==> src/rtl/mem_lsu_if.sv <==
// rtl/mem_lsu_if.sv - byte-wide handshaked RAM port between the MEM stage and data memory
interface mem_lsu_if #(
  parameter int ADDR_WIDTH = 32
) ();
  logic                  req;
  logic                  we;
  logic [ADDR_WIDTH-1:0] addr;
  logic [7:0]            wdata;
  logic [7:0]            rdata;
  logic                  ack;

  modport master (
    output req,
    output we,
    output addr,
    output wdata,
    input  rdata,
    input  ack
  );

  modport slave (
    input  req,
    input  we,
    input  addr,
    input  wdata,
    output rdata,
    output ack
  );
endinterface

==> src/rtl/mem_lsu.sv <==
// rtl/mem_lsu.sv - RV32I MEM stage: byte-serial loads/stores with pipeline stall request
module mem_lsu #(
  parameter int ADDR_WIDTH = 32
) (
  input  logic                  clk,
  input  logic                  rst,
  input  logic [4:0]            mem_wd_i,
  input  logic                  mem_wreg_i,
  input  logic [31:0]           mem_wdata_i,
  input  logic [3:0]            mem_op_i,
  input  logic [ADDR_WIDTH-1:0] mem_addr_i,
  input  logic [31:0]           mem_sdata_i,
  mem_lsu_if.master             ram,
  output logic [4:0]            wb_wd_o,
  output logic                  wb_wreg_o,
  output logic [31:0]           wb_wdata_o,
  output logic                  stall_req_o
);

  localparam logic [1:0] ST_IDLE = 2'd0;
  localparam logic [1:0] ST_XFER = 2'd1;
  localparam logic [1:0] ST_DONE = 2'd2;

  localparam logic [3:0] OP_LB  = 4'd1;
  localparam logic [3:0] OP_LH  = 4'd2;
  localparam logic [3:0] OP_LW  = 4'd3;
  localparam logic [3:0] OP_LBU = 4'd4;
  localparam logic [3:0] OP_LHU = 4'd5;
  localparam logic [3:0] OP_SB  = 4'd6;
  localparam logic [3:0] OP_SH  = 4'd7;
  localparam logic [3:0] OP_SW  = 4'd8;

  logic [1:0]  state_q, state_d;
  logic [1:0]  k_q, k_d;
  logic [31:0] data_q, data_d;

  logic        is_load;
  logic        is_store;
  logic        is_mem;
  logic [1:0]  last_k;
  logic [31:0] load_val;

  // Decode op into load/store class and index of the final byte (N-1); 9-15 decode as NONE
  always_comb begin
    is_load  = 1'b0;
    is_store = 1'b0;
    last_k   = 2'd0;
    case (mem_op_i)
      OP_LB, OP_LBU: begin is_load  = 1'b1; last_k = 2'd0; end
      OP_LH, OP_LHU: begin is_load  = 1'b1; last_k = 2'd1; end
      OP_LW:         begin is_load  = 1'b1; last_k = 2'd3; end
      OP_SB:         begin is_store = 1'b1; last_k = 2'd0; end
      OP_SH:         begin is_store = 1'b1; last_k = 2'd1; end
      OP_SW:         begin is_store = 1'b1; last_k = 2'd3; end
      default:       ;
    endcase
  end

  assign is_mem = is_load | is_store;

  // Sign/zero extension of the assembled little-endian load data
  always_comb begin
    load_val = data_q;
    case (mem_op_i)
      OP_LB:   load_val = {{24{data_q[7]}}, data_q[7:0]};
      OP_LBU:  load_val = {24'd0, data_q[7:0]};
      OP_LH:   load_val = {{16{data_q[15]}}, data_q[15:0]};
      OP_LHU:  load_val = {16'd0, data_q[15:0]};
      default: load_val = data_q;
    endcase
  end

  // Next-state logic: one byte per acked transfer, byte index k walks 0..N-1
  always_comb begin
    state_d = state_q;
    k_d     = k_q;
    data_d  = data_q;
    case (state_q)
      ST_IDLE: begin
        if (is_mem) begin
          state_d = ST_XFER;
          k_d     = 2'd0;
        end
      end
      ST_XFER: begin
        if (ram.ack) begin
          if (is_load) begin
            data_d[{k_q, 3'b000} +: 8] = ram.rdata;
          end
          if (k_q == last_k) begin
            state_d = ST_DONE;
          end else begin
            k_d = k_q + 2'd1;
          end
        end
      end
      ST_DONE: state_d = ST_IDLE;
      default: state_d = ST_IDLE;
    endcase
  end

  // State registers with synchronous active-high reset
  always_ff @(posedge clk) begin
    if (rst) begin
      state_q <= ST_IDLE;
      k_q     <= 2'd0;
      data_q  <= 32'd0;
    end else begin
      state_q <= state_d;
      k_q     <= k_d;
      data_q  <= data_d;
    end
  end

  // Output decode; everything is forced low while rst is asserted, including the RAM request
  always_comb begin
    ram.req     = 1'b0;
    ram.we      = 1'b0;
    ram.addr    = '0;
    ram.wdata   = 8'd0;
    wb_wd_o     = 5'd0;
    wb_wreg_o   = 1'b0;
    wb_wdata_o  = 32'd0;
    stall_req_o = 1'b0;
    if (!rst) begin
      case (state_q)
        ST_IDLE: begin
          wb_wd_o    = mem_wd_i;
          wb_wdata_o = mem_wdata_i;
          if (is_mem) begin
            stall_req_o = 1'b1;
          end else begin
            wb_wreg_o = mem_wreg_i;
          end
        end
        ST_XFER: begin
          stall_req_o = 1'b1;
          ram.req     = 1'b1;
          ram.we      = is_store;
          ram.addr    = mem_addr_i + ADDR_WIDTH'(k_q);
          ram.wdata   = mem_sdata_i[{k_q, 3'b000} +: 8];
          wb_wd_o     = mem_wd_i;
        end
        ST_DONE: begin
          wb_wd_o    = mem_wd_i;
          wb_wreg_o  = mem_wreg_i;
          wb_wdata_o = is_load ? load_val : mem_wdata_i;
        end
        default: ;
      endcase
    end
  end

endmodule

==> src/flat_wrapper.sv <==
// flat-port wrapper written by rule: the top's interface ports become plain ports
module mem_lsu_flat 
#(
  parameter int ADDR_WIDTH = 32
)
  (clk, rst, mem_wd_i, mem_wreg_i, mem_wdata_i, mem_op_i, mem_addr_i, mem_sdata_i, wb_wd_o, wb_wreg_o, wb_wdata_o, stall_req_o, ram_req, ram_we, ram_addr, ram_wdata, ram_rdata, ram_ack);
  mem_lsu_if #(.ADDR_WIDTH(ADDR_WIDTH)) ram_i ();
  input  logic clk;
  input  logic rst;
  input  logic [4:0] mem_wd_i;
  input  logic mem_wreg_i;
  input  logic [31:0] mem_wdata_i;
  input  logic [3:0] mem_op_i;
  input  logic [ADDR_WIDTH-1:0] mem_addr_i;
  input  logic [31:0] mem_sdata_i;
  output logic [4:0] wb_wd_o;
  output logic wb_wreg_o;
  output logic [31:0] wb_wdata_o;
  output logic stall_req_o;
  output wire logic [$bits(ram_i.req)-1:0] ram_req;
  output wire logic [$bits(ram_i.we)-1:0] ram_we;
  output wire logic [$bits(ram_i.addr)-1:0] ram_addr;
  output wire logic [$bits(ram_i.wdata)-1:0] ram_wdata;
  input wire logic [$bits(ram_i.rdata)-1:0] ram_rdata;
  input wire logic [$bits(ram_i.ack)-1:0] ram_ack;
  assign ram_req = ram_i.req;
  assign ram_we = ram_i.we;
  assign ram_addr = ram_i.addr;
  assign ram_wdata = ram_i.wdata;
  assign ram_i.rdata = ram_rdata;
  assign ram_i.ack = ram_ack;
  mem_lsu #(.ADDR_WIDTH(ADDR_WIDTH)) u_core (.clk(clk), .rst(rst), .mem_wd_i(mem_wd_i), .mem_wreg_i(mem_wreg_i), .mem_wdata_i(mem_wdata_i), .mem_op_i(mem_op_i), .mem_addr_i(mem_addr_i), .mem_sdata_i(mem_sdata_i), .ram(ram_i), .wb_wd_o(wb_wd_o), .wb_wreg_o(wb_wreg_o), .wb_wdata_o(wb_wdata_o), .stall_req_o(stall_req_o));
endmodule
==> config.mk <==
export PLATFORM = sky130hd
export DESIGN_NAME = mem_lsu_flat
export DESIGN_NICKNAME = d
export VERILOG_FILES = /design/src/rtl/mem_lsu_if.sv /design/src/rtl/mem_lsu.sv /design/src/flat_wrapper.sv
export SDC_FILE = /design/constraint.sdc
export NUM_CORES = 1
export LEC_CHECK = 0
export CORE_MARGIN = 3
export CORE_UTILIZATION = 39
export DETAILED_ROUTE_END_ITERATION = 7
export GPL_TIMING_DRIVEN = 0
export PLACE_DENSITY = 0.79
export SLEW_MARGIN = 10
export SYNTH_ARGS = -nofsm -noshare
export SYNTH_HDL_FRONTEND = slang
export SYNTH_SLANG_ARGS = --single-unit
export TNS_END_PERCENT = 30
==> constraint.sdc <==
create_clock -name clk -period 2.67 [get_ports clk]
set_input_delay 0.534 -clock clk [delete_from_list [all_inputs] [get_ports clk]]
set_output_delay 0.534 -clock clk [all_outputs]
set_load 0.02 [all_outputs]
==> summary.txt <==
Setup path
  – Reg-to-Reg End: u_core.data_q[9]
  – Worst path arrival time: between 2 and 2.5 ns
  – Req. time, crit path: approximately 2.1 ns
  – CP Buf/Inv Count: 1
  – Reg2reg setup slack: 0.31 ns
  – Top cell family by delay on the critical path: simple AND/OR/NAND/NOR gates
  – Crit Path Category: flip-flop to output pin
  – Critical Path Fanout Max: 4
  – RR Startpoint: u_core.k_q[1]
  – Reg2Reg Depth: 7
  – Slowest CP cell: or4_4
  – Worst setup SP type: flip-flop
  – Crit-path cells: ha_4 > fa_2 > and3_4 > nand4_4 > or4_4 > xor2_2 > nor2_2 > buf_6
  – Critical path endpoint category: output pin
  – Slowest stage delay, CP: slightly above 0.5 ns

Global route
  – GR Util met3: 0.05470
  – Met2 Resource Use GR: 0.4628
  – Top Usage Layer GRT: met2
  – M1 GR Usage: 0.2808
  – Remaining Overflow, GRT: 0
  – Largest net degree at the start of global routing: 13
  – Initial antenna violation count: 0
  – GRT Overall Usage: 0.2496
  – Vias in the first global route: 4,409
  – First-pass GRT wire length: 20,530 µm

Logic synthesis
  – Synth Area in Adders: 0.03180
  – Xor/xnor share of the synthesized area: 0.07507
  – Number of synthesized register bits: 36
  – Post-synthesis mux area share: 0.05621
  – Post-synthesis compound-gate area fraction: 0.1893
  – Synth Flop Type: dfxtp_1
  – Seq/Total Area, Yosys: 0.2130
  – Unique cell type count in the Yosys netlist: 54
  – Post-synth EDFFs: 0
  – Post-Syn Area per Cell: 6.877 µm²
  – Mapped cell area: 3383 µm²
  – Mapped Nets: 617
  – Fraction of registers with async set/reset: 0
  – Yosys warning count: 0
  – Synth Instances: slightly below 500
  – Post-Synth Simple-Gate Area: 0.3780
  – Largest family of logic cells by synthesized area: simple AND/OR/NAND/NOR gates

Layout
  – Diode count: 0
  – Area Overhead vs Synth: 73.34%
  – Share of cells above drive strength 1: 0.2254
  – Final Instance Area: 5864 µm²
  – Filler cells: 700
  – Commonest non-fill, non-tap cells in the layout: 95 x clkdlybuf4s50_1, 83 x nand2_1, 67 x a21oi_1
  – Non-Filler Instances: 828
  – Commonest non-fill, non-tap cell in the layout: clkdlybuf4s50_1
  – Nets: 847

Place
  – Dpl cells: about 790
  – Pre-CTS setup slack: -1.175 ns
  – Port buffer count: 196
  – Placer Congestion: 0.8460
  – DP Area: 5479 µm²
  – Hpwl dp: 10,030 µm

Die
  – Site Rows: 33
  – Core Footprint: 8341 µm²
  – Die Area: 9829 µm²
  – Die width: a little under 100 µm
  – Height of the chip: slightly below 100 µm
  – Io pins: 198
  – Starting Density: 0.4056

Detailed routing
  – Wire per inst: around 16 µm
  – 1st-pass router iterations: 5
  – Routed Antenna Nets: 0
  – DR vias: 4,456
  – Iter 0 DRT Violations: 290
  – Post-route DRC: 0
  – DR vias/cell: between 5 and 6
  – Routed wire length: 13,150 µm

Timing
  – Peak Freq: 361.5 MHz
  – Slew Limit Fails: 0
  – Fin worst setup slack: -0.09638 ns
  – RSZ-0062 raised after global routing: yes
  – Fin crit share: 1.036
  – Clock Skew: 0.003656 ns
  – Worst-Margin Slew: 0.5534 ns
  – Headroom to the max-slew limit: 0.6295
  – Hold Fails Final Rpt: 0
  – Final Critical Period: between 2 and 3 ns
  – Worst hold margin: 0.4539 ns
  – Final setup viols: 4

Clock network
  – Clock sinks: 36
  – Clk buf depth: 2
  – CTS tree: built
  – Clk pin slew, worst setup/hold paths: 0.08 ns
  – Num CTS Buffers: 5
  – H-tree levels: 2
  – CTS Hold Buffers Added: 0
  – Clock latency on the worst-skew pair: 0.29 ns
  – CTS Root Cell: clkbuf_8

Run status
  – Run status: finished with violations
  – Failing checks: setup timing

Pwr
  – Power Total: 1.581 mW
  – Maximum VDD drop: about 0.18 mV
  – Total power per unit cell area: 269.7 nW/µm²
  – Pleak: 2.445 nW

Worst hold path
  – Worst hold path cell count: 2
  – Min-Delay Endpoint: u_core.data_q[10]
  – Class of the worst hold path: flip-flop to flip-flop
  – Hold path startpoint: u_core.data_q[10]

Run
  – Max cap viols: 0
## flip-flops by register name (all words and copies together), names as in the netlist
name,count
u_core.data_q,32
u_core.k_q,2
u_core.state_q,2
## per-stage QoR
step,setup TNS (ns),util
finish,-0.1506,0.7031
global placement,-55.79,0.6569
CTS,-0.3131,0.6970
floorplan,0,-
detailed placement,-61.80,0.6569
global route,-1.085,0.7031
## power by group
group          internal (mW)  switching (mW)  leakage [nW]
Sequential             0.540         0.00409         0.292
Clock                  0.182           0.204        0.0479
Combinational          0.318           0.333          2.10
Total                   1.04           0.541          2.44
## worst max-delay path by stage
stage                  startpoint            to  slack [ns]  cells past startpoint
finish              u_core.k_q[0]  ram_addr[26]        -0.1                      8
global route        u_core.k_q[0]  ram_addr[26]       -0.17                      8
CTS                 u_core.k_q[0]  ram_addr[26]       -0.22                      8
detailed placement  mem_addr_i[0]  ram_addr[26]       -1.17                      9
global placement    mem_addr_i[0]  ram_addr[26]       -1.12                      9
floorplan           mem_addr_i[0]  ram_addr[24]       0.005                      8
## final cells by class
type	count	area (µm²)	share of cell area
clock buffers	5	68.82	0.01173
multi-input cells	414	2721	0.4640
repair buffers	226	1953	0.3330
clock inverters	3	18.77	0.003200
flip-flops and latches	36	729.5	0.1244
well taps	105	131.4	0.02240
inverters	11	41.29	0.007041
plain buffers	28	200.2	0.03414
## cells by family (layout without fill, tap and decap cells)
family                   Yosys count  count (layout)
flip-flops                        36              36
adder cells (fa/ha/maj)            8               8
XOR/XNOR                          29              29
buffers and inverters             42             273
AO/OA/AOI/OAI                    116             116
multiplexers                       9               9
AND/OR/NAND/NOR                  252             252
## cells in the mapped netlist (2+ instances only)
master,n,share of area
and2_0,2,0.0037
nand2b_1,3,0.0055
nand4_1,3,0.0055
xnor2_1,19,0.049
nor2_1,47,0.052
nor3_1,8,0.012
and4_1,5,0.013
o21ai_1,10,0.015
o211ai_1,2,0.0044
dfxtp_1,36,0.21
o31ai_1,2,0.0044
a21oi_1,69,0.10
a32oi_1,3,0.0078
and2_1,20,0.037
nand4bb_1,2,0.0067
nand2_1,86,0.095
inv_1,11,0.012
or3_1,4,0.0074
nor3b_1,3,0.0067
o21a_1,3,0.0067
buf_6,2,0.0067
xor2_1,10,0.026
clkbuf_1,16,0.018
nand3_1,46,0.068
mux4_2,8,0.053
nor3_2,4,0.012
o21ai_0,20,0.030
ha_1,7,0.026
buf_2,11,0.016
nor4_1,2,0.0037
and3_1,5,0.0092
## worst reg2reg max path, cell delays in order (launching register included)
cell and delay (ns):
dfxtp_4 0.39, clkbuf_2 0.23, clkbuf_4 0.27, inv_1 0.12
ha_1 0.41, nor3b_2 0.47, nand3_1 0.21, a21oi_1 0.19
## what timing repair did
action,CTS,global route
endpoints found under the setup margin,108,85
endpoints found under the hold margin,0,0
gates cloned,2,1
gates resized for setup,274,50
setup buffers,21,6
pin swaps,20,13
## layer usage
metal,part of all wire,wire length (µm),up-vias
met4,0.024,313,0
li1,-,-,2186
met2,0.51,6763,192
met5,0,0,-
met1,0.39,5071,2044
met3,0.076,1002,34
Power figures use the tool's default switching activity.
